**config.mk**
```make
export PLATFORM = sky130hd
export DESIGN_NAME = cruise_controller
export DESIGN_NICKNAME = d
export VERILOG_FILES = /design/src/rtl/cruise_controller_pkg.sv /design/src/rtl/cruise_controller_comparator.sv /design/src/rtl/cruise_controller.sv
export SDC_FILE = /design/constraint.sdc
export NUM_CORES = 1
export LEC_CHECK = 0
export ABC_AREA = 0
export CORE_ASPECT_RATIO = 0.75
export CORE_UTILIZATION = 55
export CTS_CLUSTER_SIZE = 25
export DETAILED_ROUTE_END_ITERATION = 12
export PLACE_DENSITY_LB_ADDON = 0.1
export SYNTH_ARGS = -nofsm -noshare
export SYNTH_HDL_FRONTEND = slang
export SYNTH_SLANG_ARGS = --single-unit
```
**constraint.sdc**
```tcl
create_clock -name clk -period 4.12 [get_ports clk]
set_input_delay 1.03 -clock clk [delete_from_list [all_inputs] [get_ports clk]]
set_output_delay 1.03 -clock clk [all_outputs]
set_load 0.01 [all_outputs]
```
**src/rtl/cruise_controller_pkg.sv**
```systemverilog
// Shared encodings for the cruise-control sequencer: FSM states, compare
// results and the default speed width.
package cruise_pkg;

    localparam int SPEED_W = 8;

    typedef enum logic [1:0] {
        OFF    = 2'd0,
        SNAP   = 2'd1,
        CMP    = 2'd2,
        UPDATE = 2'd3
    } state_t;

    typedef enum logic [1:0] {
        HOLD  = 2'd0,
        ACCEL = 2'd1,
        DECEL = 2'd2
    } result_t;

endpackage

```
**src/rtl/cruise_controller_comparator.sv**
```systemverilog
// Existing 1-bit magnitude comparator (greater / equal / less), reused as the
// bit-serial compare datapath of cruise_controller.
module comparator (
    input  logic a,
    input  logic b,
    input  logic enable,
    output logic g,
    output logic eq,
    output logic l
);

    assign g  = enable & a & ~b;
    assign l  = enable & ~a & b;
    assign eq = enable & ~(a ^ b);

endmodule

```
**src/rtl/cruise_controller.sv**
```systemverilog
// Cruise-control sequencer: latches a set speed and repeatedly compares a
// snapshot of the live speed against it MSB-first, one bit per cycle.
// Optional feature: define CRUISE_RESUME_EN to keep the set speed across a
// disengage and allow re-engaging with resume.
module cruise_controller
    import cruise_pkg::*;
#(
    parameter int W = SPEED_W
) (
    input  logic         clk,
    input  logic         reset,
    input  logic         cruise_on,
    input  logic         set,
    input  logic         resume,
    input  logic         brake,
    input  logic [W-1:0] speed,
    output logic         accel,
    output logic         decel,
    output logic         active,
    output logic [W-1:0] set_speed,
    output logic         cmp_done
);

    localparam int IDX_W = (W > 1) ? $clog2(W) : 1;
    localparam logic [IDX_W-1:0] IDX_MAX  = IDX_W'(W - 1);
    localparam logic [IDX_W-1:0] IDX_ONE  = IDX_W'(1);
    localparam logic [IDX_W-1:0] IDX_ZERO = IDX_W'(0);

    state_t           state_r,     state_next_s;
    result_t          pending_r,   pending_next_s;
    logic [IDX_W-1:0] bit_idx_r,   bit_idx_next_s;
    logic [W-1:0]     speed_q_r,   speed_q_next_s;
    logic [W-1:0]     set_speed_r, set_speed_next_s;
    logic             set_valid_r, set_valid_next_s;
    logic             accel_r,     accel_next_s;
    logic             decel_r,     decel_next_s;
    logic             cmp_done_r,  cmp_done_next_s;
    logic             active_r,    active_next_s;
    logic             disengage_s;
    logic             cmp_g_s, cmp_eq_s, cmp_l_s;

    comparator u_comparator (
        .a      (speed_q_r[bit_idx_r]),
        .b      (set_speed_r[bit_idx_r]),
        .enable (1'b1),
        .g      (cmp_g_s),
        .eq     (cmp_eq_s),
        .l      (cmp_l_s)
    );

    assign disengage_s = brake | ~cruise_on;

`ifndef CRUISE_RESUME_EN
    logic unused_resume_s;
    assign unused_resume_s = resume;
`endif

    // Next-state and next-output logic, priority: disengage > set > resume > FSM.
    always_comb begin
        state_next_s     = state_r;
        pending_next_s   = pending_r;
        bit_idx_next_s   = bit_idx_r;
        speed_q_next_s   = speed_q_r;
        set_speed_next_s = set_speed_r;
        set_valid_next_s = set_valid_r;
        accel_next_s     = accel_r;
        decel_next_s     = decel_r;
        cmp_done_next_s  = 1'b0;

        if (disengage_s) begin
            state_next_s = OFF;
            accel_next_s = 1'b0;
            decel_next_s = 1'b0;
`ifdef CRUISE_RESUME_EN
            set_valid_next_s = set_valid_r;
`else
            set_valid_next_s = 1'b0;
`endif
        end else if (set) begin
            // Abandon any compare in progress; accel/decel hold until the next UPDATE.
            set_speed_next_s = speed;
            set_valid_next_s = 1'b1;
            state_next_s     = SNAP;
`ifdef CRUISE_RESUME_EN
        end else if (resume && set_valid_r && (state_r == OFF)) begin
            state_next_s = SNAP;
`endif
        end else begin
            case (state_r)
                OFF: begin
                    accel_next_s = 1'b0;
                    decel_next_s = 1'b0;
                end
                SNAP: begin
                    speed_q_next_s = speed;
                    bit_idx_next_s = IDX_MAX;
                    state_next_s   = CMP;
                end
                CMP: begin
                    if (cmp_g_s) begin
                        pending_next_s = DECEL;
                        state_next_s   = UPDATE;
                    end else if (cmp_l_s) begin
                        pending_next_s = ACCEL;
                        state_next_s   = UPDATE;
                    end else if (cmp_eq_s && (bit_idx_r == IDX_ZERO)) begin
                        pending_next_s = HOLD;
                        state_next_s   = UPDATE;
                    end else begin
                        bit_idx_next_s = bit_idx_r - IDX_ONE;
                    end
                end
                UPDATE: begin
                    accel_next_s    = (pending_r == ACCEL);
                    decel_next_s    = (pending_r == DECEL);
                    cmp_done_next_s = 1'b1;
                    state_next_s    = SNAP;
                end
                default: begin
                    state_next_s = OFF;
                    accel_next_s = 1'b0;
                    decel_next_s = 1'b0;
                end
            endcase
        end

        active_next_s = (state_next_s != OFF);
    end

    // State and output registers with asynchronous active-high reset.
    always_ff @(posedge clk or posedge reset) begin
        if (reset) begin
            state_r     <= OFF;
            pending_r   <= HOLD;
            bit_idx_r   <= IDX_MAX;
            speed_q_r   <= {W{1'b0}};
            set_speed_r <= {W{1'b0}};
            set_valid_r <= 1'b0;
            accel_r     <= 1'b0;
            decel_r     <= 1'b0;
            cmp_done_r  <= 1'b0;
            active_r    <= 1'b0;
        end else begin
            state_r     <= state_next_s;
            pending_r   <= pending_next_s;
            bit_idx_r   <= bit_idx_next_s;
            speed_q_r   <= speed_q_next_s;
            set_speed_r <= set_speed_next_s;
            set_valid_r <= set_valid_next_s;
            accel_r     <= accel_next_s;
            decel_r     <= decel_next_s;
            cmp_done_r  <= cmp_done_next_s;
            active_r    <= active_next_s;
        end
    end

    assign accel     = accel_r;
    assign decel     = decel_r;
    assign active    = active_r;
    assign set_speed = set_speed_r;
    assign cmp_done  = cmp_done_r;

endmodule

```
==> results of run 1 <==
## Yosys cell counts (all sizes together) (2+ instances only)
library cell  number
a21oi              4
o21ai              4
mux2              20
nand2             10
or2                2
ha                 8
a311oi             3
dfrtp             24
dfstp              3
nor3b              2
inv                6
and4b              2
nand2b             3
mux4               4
and2               5
nor4b              2
buf                2
## power groups by stage
stage	logic [mW]	clock network [mW]	registers (mW)
6_report	0.410	0.112	0.413
5_1_grt	0.449	0.124	0.424
4_1_cts	0.407	0.115	0.413
3_5_place_dp	0.405	0	0.417
3_3_place_gp	0.381	0	0.411
2_1_floorplan	0.301	0	0.390
## cell families (layout without fill, tap and decap cells)
logic type,count (synthesis),after routing
buffers and inverters,9,34
DFF,27,27
AOI/OAI and AO/OA,12,12
muxes,24,24
adders and majority gates,8,8
and+or+nand+nor,33,33
## registers in the layout (all words and copies together) (netlist names)
signal	cells
state_r	2
pending_r	2
bit_idx_r	3
speed_q_r	8
set_speed	8
decel	1
active	1
accel	1
cmp_done	1
## worst reg2reg max path, delay by kind of cell (launching register included)
family / cells / cell delay (ps)
adder cells (fa/ha/maj): 1 / 230
flip-flops: 1 / 670
AND/OR/NAND/NOR: 4 / 690
AO/OA/AOI/OAI: 1 / 330
multiplexers: 1 / 530
## how the worst max path moves through the flow
stage,startpoint,to,slack (ps),cells after the start
after floorplan,bit_idx_r[0]$_DFFE_PP1P_,bit_idx_r[0]$_DFFE_PP1P_,1800,8
after global placement,set,speed_q_r[6]$_DFFE_PP0P_,1430,4
after detailed placement,set,speed_q_r[0]$_DFFE_PP0P_,1400,4
after CTS,bit_idx_r[0]$_DFFE_PP1P_,bit_idx_r[1]$_DFFE_PP1P_,1560,7
after global routing,bit_idx_r[0]$_DFFE_PP1P_,bit_idx_r[1]$_DFFE_PP1P_,1450,7
final,bit_idx_r[0]$_DFFE_PP1P_,bit_idx_r[1]$_DFFE_PP1P_,1570,7
## metrics by stage
step | hold slack, ps | util | power [mW] | std cells | setup slack [ps]
2_1_floorplan | 476 | - | 0.690 | 113 | 1800
5_1_grt | 544 | 0.726 | 0.997 | 172 | 1450
3_3_place_gp | 491 | 0.715 | 0.792 | 168 | 1430
3_5_place_dp | 499 | 0.715 | 0.822 | 168 | 1400
6_report | 524 | 0.726 | 0.935 | 172 | 1570
4_1_cts | 528 | 0.726 | 0.935 | 172 | 1560
## per-layer routing
layer  part of all wire  routed length, microns
met5                  0                       0
met4             0.0088                      25
met2               0.47                    1330
met3              0.055                     156
met1               0.46                    1310
## cell type report
| cell class | instances | area (sq um) | share of cell area |
|---|---|---|---|
| inverter | 6 | 22.5 | 0.0128 |
| multi-input combinational | 77 | 747 | 0.425 |
| timing repair buffer | 24 | 240 | 0.137 |
| clock buffer | 4 | 26.3 | 0.0149 |
| tap | 34 | 42.5 | 0.0242 |
| sequential | 27 | 679 | 0.386 |
==> run_results.csv, run 1 <==
group,metric,value,unit
synth,syn_nets,135,
synth,synth_top_area_frac,0.406,
hold_path,hold_path.class,"flop to flop",
clock_tree,cts-root-buf,"clkbuf_4",
global_routing,globalRouteMet2Util,0.357,
synth,synthAdderAreaFrac,0.0677,
critical_path,reg2reg_from,"bit_idx_r[0]$_DFFE_PP1P_",
synth,yosysTopAreaCell,"dfrtp_1",
clock_tree,clock_latency,320,ps
run_status,outcome,"completed",
sta,fin_skew,1.49,ps
die,initial_core_util,0.611,
critical_path,arrival,2780,ps
critical_path,r2r_cells,7,
die,die_x,61.9,microns
synth,async_reset_ff_frac,1.00,
clock_tree,postCtsHoldBufs,0,
clock_tree,cts.clk_slew.worst_paths,140,ps
synth,synth_area,0.00148,sq mm
cells_and_area,syn2layout_area_growth,18.9,%
placement,dp_hpwl,2.12,mm
critical_path,cpMostUsedCell,"nand2_1",
die,die-area,0.00290,sq mm
synth,netlist_instances,113,
global_routing,antenna_found_initial,0,
critical_path,worstReg2RegEnd,"bit_idx_r[1]$_DFFE_PP1P_",
pwr,internal-power,0.609,mW
pwr,power_density,532,mW/mm^2
cells_and_area,antenna_cells,0,
cells_and_area,nets,161,
pwr,power_frac_comb,0.438,
sta,min_period_over_period,0.620,
global_routing,grtUsageMet3,0.0523,
cells_and_area,fillers,172,
synth,synth_ff_type,"dfrtp_1",
clock_tree,cts_resized,0,
die,io_pins,26,
route,vias,1012,
placement,placed_area,0.00173,sq mm
pwr,p_switching,0.326,mW
critical_path,regToRegSetupSlack,1570,ps
synth,synth_mux_area_frac,0.234,
sta,slew_violations,0,
synth,yosysWarnings,0,
critical_path,critical_path_buf_inv_count,0,
global_routing,overflow,0,
die,coreArea,0.00242,sq mm
route,drt_iter0_drc,29,
critical_path,cp_cell_sequence,"mux4_2 -> nand2_1 -> nand2_1 -> ha_1 -> or2_2 -> nand2b_1 -> a311oi_1",
critical_path,end_kind,"flop",
die,die_h,46.9,microns
die,rows,15,
critical_path,cp-start-kind,"flop",
global_routing,busiest_layer,"met2",
pwr,switching_share,0.349,
critical_path,cp_slowest_cell,"dfstp_2",
sta,finalCriticalPeriod,2550,ps
cells_and_area,stdcell_area,0.00176,sq mm
pwr,ir_worst_vdd,0.357,mV
route,dr.pass1.iters,4,
clock_tree,cts_sinks,27,
sta,worst_pin_slew,1010,ps
placement,gp_congestion,0.817,
synth,yosysSeqAreaShare,0.459,
cells_and_area,drive_above_1_share,0.275,
cells_and_area,mostFrequentLayoutCells,"dfrtp_1 (24), clkdlybuf4s50_1 (24), mux2_2 (12)",
global_routing,use_met1,0.326,
global_routing,grt_pass1_vias,976,
sta,max_freq,392,MHz
route,drc_errors,0,
synth,synth_top_family_by_area,"multiplexers",
route,wl_per_cell,16.4,microns
hold_path,min-delay-start,"decel$_DFFE_PP0P_",
critical_path,worstSetupPathType,"flop to flop",
synth,synth.area.top_cells,"dfrtp_1 (41%), mux2_2 (9.1%), mux2_4 (8.1%)",
clock_tree,tritoncts,"yes",
clock_tree,htree_levels,1,
global_routing,grt_usage,0.229,
clock_tree,cts_setup_buffers,0,
global_routing,grt_max_degree,28,
sta,setup_viol_count_final,0,
placement,io_buffers,24,
hold_path,whs_endpoint,"decel$_DFFE_PP0P_",
pwr,pwr-share-seq,0.442,
synth,synthSimpleGateAreaFrac,0.153,
sta,rsz0062_at_grt,"false",
hold_path,holdPathStages,1,
sta,finalSetupTns,0,ps
route,vias_per_cell,5.88,
pwr,leakagePower,0.785,nW
flow_run,drv_cap,0,
synth,ys_ff_latch,27,
clock_tree,cts_made_buffers,3,
critical_path,required,4350,ps
sta,hold_violations,0,
global_routing,grt_pass1_wl,4.64,mm
critical_path,critPathTopFamily,"simple AND/OR/NAND/NOR gates",
synth,post_synth_num_cell_types,32,
critical_path,crit_fanout,7,
pwr,p_clk_frac,0.120,
synth,synth_compound_area_frac,0.0508,
synth,synth_edf_count,0,
clock_tree,cts_buffer_depth,2,
sta,relSlewSlack,0.326,
route,routed_wl,2.83,mm
synth,synth-xor-area-share,0,
route,antenna_left,0,
critical_path,max_stage_delay,670,ps
synth,postSynthAreaPerCell,13.1,sq um
(Power assumes the default switching activity.)
==> inputs of run 2 (changes only) <==
--- a/config.mk
+++ b/config.mk
@@ -7,7 +7,7 @@
 export LEC_CHECK = 0
 export ABC_AREA = 0
 export CORE_ASPECT_RATIO = 0.75
-export CORE_UTILIZATION = 55
+export CORE_UTILIZATION = 47
 export CTS_CLUSTER_SIZE = 25
 export DETAILED_ROUTE_END_ITERATION = 12
 export PLACE_DENSITY_LB_ADDON = 0.1
==> constraint.sdc (replaced) <==
create_clock -name clk -period 2.14 [get_ports clk]
set_input_delay 0.535 -clock clk [delete_from_list [all_inputs] [get_ports clk]]
set_output_delay 0.535 -clock clk [all_outputs]
set_load 0.01 [all_outputs]
==> run 2 against run 1 <==
The flow now finishes with violations (setup timing). Cell count rose by 5.8%. Die area up 16%. Clock power rose by 150%. Utilization is 7.4 points lower. Clock skew is 4.0 ps higher. Critical path type unchanged. Critical endpoint unchanged. Highest routed layer unchanged.
==> run_results.csv, run 2 (synthesis gave the netlist of run 1 again) <==
group,metric,value,unit
critical_path,worstSetupPathType,"flop to flop",
critical_path,crit_fanout,5,
global_routing,globalRouteMet2Util,0.301,
critical_path,arrival,2460,ps
route,wl_per_cell,16.5,microns
run_status,outcome,"finished with violations",
global_routing,grt_pass1_vias,965,
pwr,pwr-share-seq,0.358,
pwr,ir_worst_vdd,0.837,mV
die,die-area,0.00338,sq mm
cells_and_area,utilization,0.653,
cells_and_area,drive_above_1_share,0.431,
route,dr.pass1.iters,4,
clock_tree,tritoncts,"yes",
critical_path,required,2320,ps
pwr,power_frac_comb,0.516,
die,coreArea,0.00296,sq mm
die,initial_core_util,0.500,
critical_path,max_stage_delay,620,ps
global_routing,use_met1,0.290,
clock_tree,cts_buffer_depth,2,
clock_tree,cts-root-buf,"clkbuf_8",
pwr,internal-power,1.46,mW
pwr,leakagePower,0.842,nW
pwr,p_switching,0.763,mW
sta,min_period_over_period,1.06,
global_routing,antenna_found_initial,0,
clock_tree,cts_sinks,27,
sta,setup_ws,-138,ps
clock_tree,cts_made_buffers,3,
global_routing,busiest_layer,"met2",
clock_tree,htree_levels,1,
global_routing,grt_usage,0.199,
sta,hold_violations,0,
cells_and_area,syn2layout_area_growth,30.5,%
cells_and_area,nets,167,
route,antenna_left,0,
pwr,switching_share,0.344,
critical_path,critPathTopFamily,"simple AND/OR/NAND/NOR gates",
die,die_x,66.8,microns
die,die_h,50.6,microns
route,drc_errors,0,
sta,max_freq,439,MHz
clock_tree,cts.clk_slew.worst_paths,90,ps
critical_path,critical_path_buf_inv_count,0,
placement,io_buffers,24,
die,rows,17,
route,vias,999,
critical_path,cp_cell_sequence,"mux4_2 -> nand2_2 -> and2_4 -> ha_4 -> and3b_2 -> nor4b_2 -> a311oi_2",
route,drt_iter0_drc,60,
global_routing,grt_max_degree,28,
run_status,violations,"setup timing",
placement,dp_hpwl,2.17,mm
sta,slew_violations,0,
hold_path,holdPathStages,1,
sta,worst_pin_slew,474,ps
sta,relSlewSlack,0.680,
critical_path,cp-start-kind,"flop",
pwr,power_density,1150,mW/mm^2
die,io_pins,26,
flow_run,drv_cap,0,
route,routed_wl,3.01,mm
clock_tree,clock_latency,270,ps
cells_and_area,antenna_cells,0,
sta,finalCriticalPeriod,2280,ps
critical_path,reg2reg_from,"bit_idx_r[0]$_DFFE_PP1P_",
global_routing,grt_pass1_wl,4.80,mm
clock_tree,postCtsHoldBufs,0,
sta,whs,517,ps
critical_path,worstReg2RegEnd,"bit_idx_r[1]$_DFFE_PP1P_",
critical_path,cp_slowest_cell,"dfstp_2",
sta,rsz0062_at_grt,"true",
placement,gp_congestion,0.795,
sta,setup_viol_count_final,7,
critical_path,r2r_cells,7,
critical_path,end_kind,"flop",
hold_path,min-delay-start,"accel$_DFFE_PP0P_",
pwr,finalPower,2.22,mW
global_routing,overflow,0,
critical_path,regToRegSetupSlack,-140,ps
route,vias_per_cell,5.49,
sta,fin_skew,5.45,ps
hold_path,hold_path.class,"flop to flop",
cells_and_area,mostFrequentLayoutCells,"dfrtp_1 (24), clkdlybuf4s50_1 (24), mux2_2 (12)",
global_routing,grtUsageMet3,0.0477,
pwr,p_clk_frac,0.126,
hold_path,whs_endpoint,"accel$_DFFE_PP0P_",
==> run 2: cell count changes in the layout (fill, tap and decap cells not counted), moves of 3 or more <==
cell      change
nand2_1       -6
clkbuf_8      +3
nand2_2       +6
buf_4         +6
clkbuf_4      -3
==> run 2: layout make-up <==
cell class / count / area (sq um)
fillers: 223 / 1030
multi-input cells: 77 / 850
flip-flops and latches: 27 / 679
repair buffers: 30 / 285
well taps: 38 / 47.5
clock buffers: 4 / 45.0
inverters: 6 / 22.5
==> run 2: worst max path at each step <==
stage	from	endpoint	slack [ps]	depth (start not counted)
6_report	bit_idx_r[0]$_DFFE_PP1P_	bit_idx_r[1]$_DFFE_PP1P_	-140	7
5_1_grt	bit_idx_r[0]$_DFFE_PP1P_	bit_idx_r[0]$_DFFE_PP1P_	-240	7
4_1_cts	bit_idx_r[0]$_DFFE_PP1P_	bit_idx_r[1]$_DFFE_PP1P_	-140	7
3_5_place_dp	bit_idx_r[0]$_DFFE_PP1P_	bit_idx_r[1]$_DFFE_PP1P_	-180	7
3_3_place_gp	bit_idx_r[0]$_DFFE_PP1P_	bit_idx_r[1]$_DFFE_PP1P_	-130	7
2_1_floorplan	bit_idx_r[0]$_DFFE_PP1P_	bit_idx_r[0]$_DFFE_PP1P_	0.2	8
==> run 2: per-layer routing <==
metal  part of all wire  routed length [microns]  up-vias
met5                  0                        0        -
met4             0.0040                       12        0
met3              0.036                      107        2
met2               0.47                     1410       20
met1               0.49                     1470      509
li1                   -                        -      468
==> run 2: power by group through the flow <==
stage | Combinational [mW] | Clock, mW | Sequential [mW]
final | 1.15 | 0.280 | 0.795
after global routing | 1.23 | 0.313 | 0.815
after CTS | 1.07 | 0.287 | 0.793
after detailed placement | 1.00 | 0 | 0.797
after global placement | 0.968 | 0 | 0.792
after floorplan | 0.772 | 0 | 0.754
==> run 2: what timing repair did <==
item | CTS | global route
setup buffers | 0 | 1
pin swaps | 0 | 7
setup endpoints to repair | 7 | 7
resized for setup | 6 | 5
hold endpoints to repair | 0 | 0
==> run 2: per-stage QoR <==
step,cells,instance area [sq um],setup TNS (ps),setup WS [ps]
final,182,1930,-731,-138
after global routing,182,1930,-1310,-242
after CTS,181,1900,-737,-140
after detailed placement,177,1830,-864,-176
after global placement,177,1830,-537,-127
after floorplan,113,1540,0,0.193
==> inputs of run 3 (changes only) <==
--- a/config.mk
+++ b/config.mk
@@ -10,7 +10,7 @@
 export CORE_UTILIZATION = 47
 export CTS_CLUSTER_SIZE = 25
 export DETAILED_ROUTE_END_ITERATION = 12
-export PLACE_DENSITY_LB_ADDON = 0.1
+export PLACE_DENSITY = 0.75
 export SYNTH_ARGS = -nofsm -noshare
 export SYNTH_HDL_FRONTEND = slang
 export SYNTH_SLANG_ARGS = --single-unit
==> run 3 against run 2 <==
The run still ends with setup timing left. Total power fell by 3.4%. Combinational power fell by 8%. Fmax rose by 0.92%. Clock power rose by 4%. Sequential power barely moved. Count of clock-buffer cells in the layout did not move. Highest routed layer unchanged. Sequential share of layout area rose by 0.67 points. Clock skew fell by 2.3 ps. Utilization fell by 1.2 points. Cell count fell by 1.1%. Design area fell by 1.9%. Via count fell by 1.3%.
==> run_results.csv, run 3 (synthesis gave the netlist of run 1 again) <==
group,metric,value,unit
critical_path,cp-start-kind,"flop",
sta,rsz0062_at_grt,"true",
sta,finalCriticalPeriod,2260,ps
die,die_h,50.6,microns
critical_path,regToRegSetupSlack,-120,ps
run_status,outcome,"finished with violations",
clock_tree,cts_setup_buffers,0,
cells_and_area,drive_above_1_share,0.401,
global_routing,grt_max_degree,28,
die,die_x,66.8,microns
route,drt_iter0_drc,21,
pwr,switching_share,0.342,
global_routing,antenna_found_initial,0,
cells_and_area,multi_input_area,828,sq um
route,vias_per_cell,5.48,
critical_path,arrival,2400,ps
sta,slew_violations,0,
sta,worst_pin_slew,467,ps
placement,gp_congestion,0.771,
placement,place_ws,-131,ps
die,die-area,0.00338,sq mm
cells_and_area,stdcell_area,0.00189,sq mm
cells_and_area,nets,165,
cells_and_area,seq_area,679,sq um
pwr,power_density,1130,mW/mm^2
route,routed_wl,3.01,mm
clock_tree,clock_latency,270,ps
global_routing,use_met1,0.275,
cells_and_area,syn2layout_area_growth,28.0,%
placement,placed_area,0.00182,sq mm
global_routing,grt_usage,0.208,
sta,fin_skew,3.19,ps
pwr,leakagePower,0.828,nW
sta,relSlewSlack,0.685,
global_routing,overflow,0,
critical_path,worstSetupPathType,"flop to flop",
clock_tree,tritoncts,"yes",
route,vias,986,
placement,dp_hpwl,2.26,mm
run_status,violations,"setup timing",
die,initial_core_util,0.500,
critical_path,required,2280,ps
global_routing,grtUsageMet3,0.0409,
sta,max_freq,443,MHz
pwr,ir_worst_vdd,0.559,mV
critical_path,crit_fanout,5,
clock_tree,cts_buffer_depth,2,
global_routing,grt_pass1_wl,5.00,mm
critical_path,end_kind,"flop",
clock_tree,cts_made_buffers,3,
clock_tree,postCtsHoldBufs,0,
sta,whs,523,ps
placement,dp.cells,176,
cells_and_area,final_cells,180,
route,drc_errors,0,
pwr,p_switching,0.733,mW
pwr,finalPower,2.14,mW
cells_and_area,utilization,0.640,
global_routing,grt_pass1_vias,1013,
cells_and_area,fillers,218,
die,rows,17,
pwr,power_frac_comb,0.494,
pwr,p_clk_frac,0.136,
sta,setup_viol_count_final,7,
route,dr.pass1.iters,4,
die,io_pins,26,
route,antenna_left,0,
sta,finalSetupTns,-611,ps
clock_tree,htree_levels,1,
clock_tree,cts.clk_slew.worst_paths,90,ps
placement,io_buffers,24,
cells_and_area,antenna_cells,0,
hold_path,hold_path.class,"flop to flop",
clock_tree,cts-root-buf,"clkbuf_8",
global_routing,busiest_layer,"met2",
die,coreArea,0.00296,sq mm
cells_and_area,mostFrequentLayoutCells,"dfrtp_1 (24), clkdlybuf4s50_1 (24), mux2_2 (12)",
flow_run,drv_cap,0,
pwr,pwr-share-seq,0.370,
sta,setup_ws,-118,ps
sta,min_period_over_period,1.05,
global_routing,globalRouteMet2Util,0.342,
route,wl_per_cell,16.7,microns
sta,hold_violations,0,
pwr,internal-power,1.41,mW
clock_tree,cts_sinks,27,
-- run 3: per-layer routing --
metal	vias to the layer above	part of all wire
li1	467	-
met1	497	0.48
met2	17	0.49
met3	5	0.022
met4	0	0.014
met5	-	0
-- run 3: final timing paths --
| check | cells after the start | end | from |
|---|---|---|---|
| worst min-delay path | 1 | decel$_DFFE_PP0P_ | decel$_DFFE_PP0P_ |
| worst max register to register | 7 | state_r[0]$_DFF_PP0_ | bit_idx_r[0]$_DFFE_PP1P_ |
| min in group asynchronous | 3 | active$_DFF_PP0_ | reset |
| worst max-delay path | 7 | state_r[0]$_DFF_PP0_ | bit_idx_r[0]$_DFFE_PP1P_ |
| max in group asynchronous | 3 | bit_idx_r[1]$_DFFE_PP1P_ | reset |
| worst min register to register | 1 | decel$_DFFE_PP0P_ | decel$_DFFE_PP0P_ |
-- run 3: final cells by class --
class                           count  area share
Multi-Input combinational cell     77       0.438
Sequential cell                    27       0.359
Timing Repair Buffer               28       0.143
Tap cell                           38      0.0251
Clock buffer                        4      0.0238
Inverter                            6      0.0119
-- run 3: critical path, cell delays in order (launching register included) --
cell and delay, ps:
dfstp_2 630, mux4_2 540, nand2_2 90, nand2_1 50
ha_2 190, or2_4 290, nor4_4 230, o21ai_1 100
-- run 3: power groups by stage --
stage / sequential [mW] / combinational (mW) / clock, mW
2_1_floorplan: 0.754 / 0.772 / 0
3_3_place_gp: 0.787 / 0.962 / 0
3_5_place_dp: 0.798 / 1.00 / 0
4_1_cts: 0.793 / 1.04 / 0.304
5_1_grt: 0.815 / 1.14 / 0.312
6_report: 0.794 / 1.06 / 0.292
-- run 3: timing repair --
item	CTS	global route
pin swaps	0	3
gates resized for setup	5	2
endpoints found under the setup margin	7	7
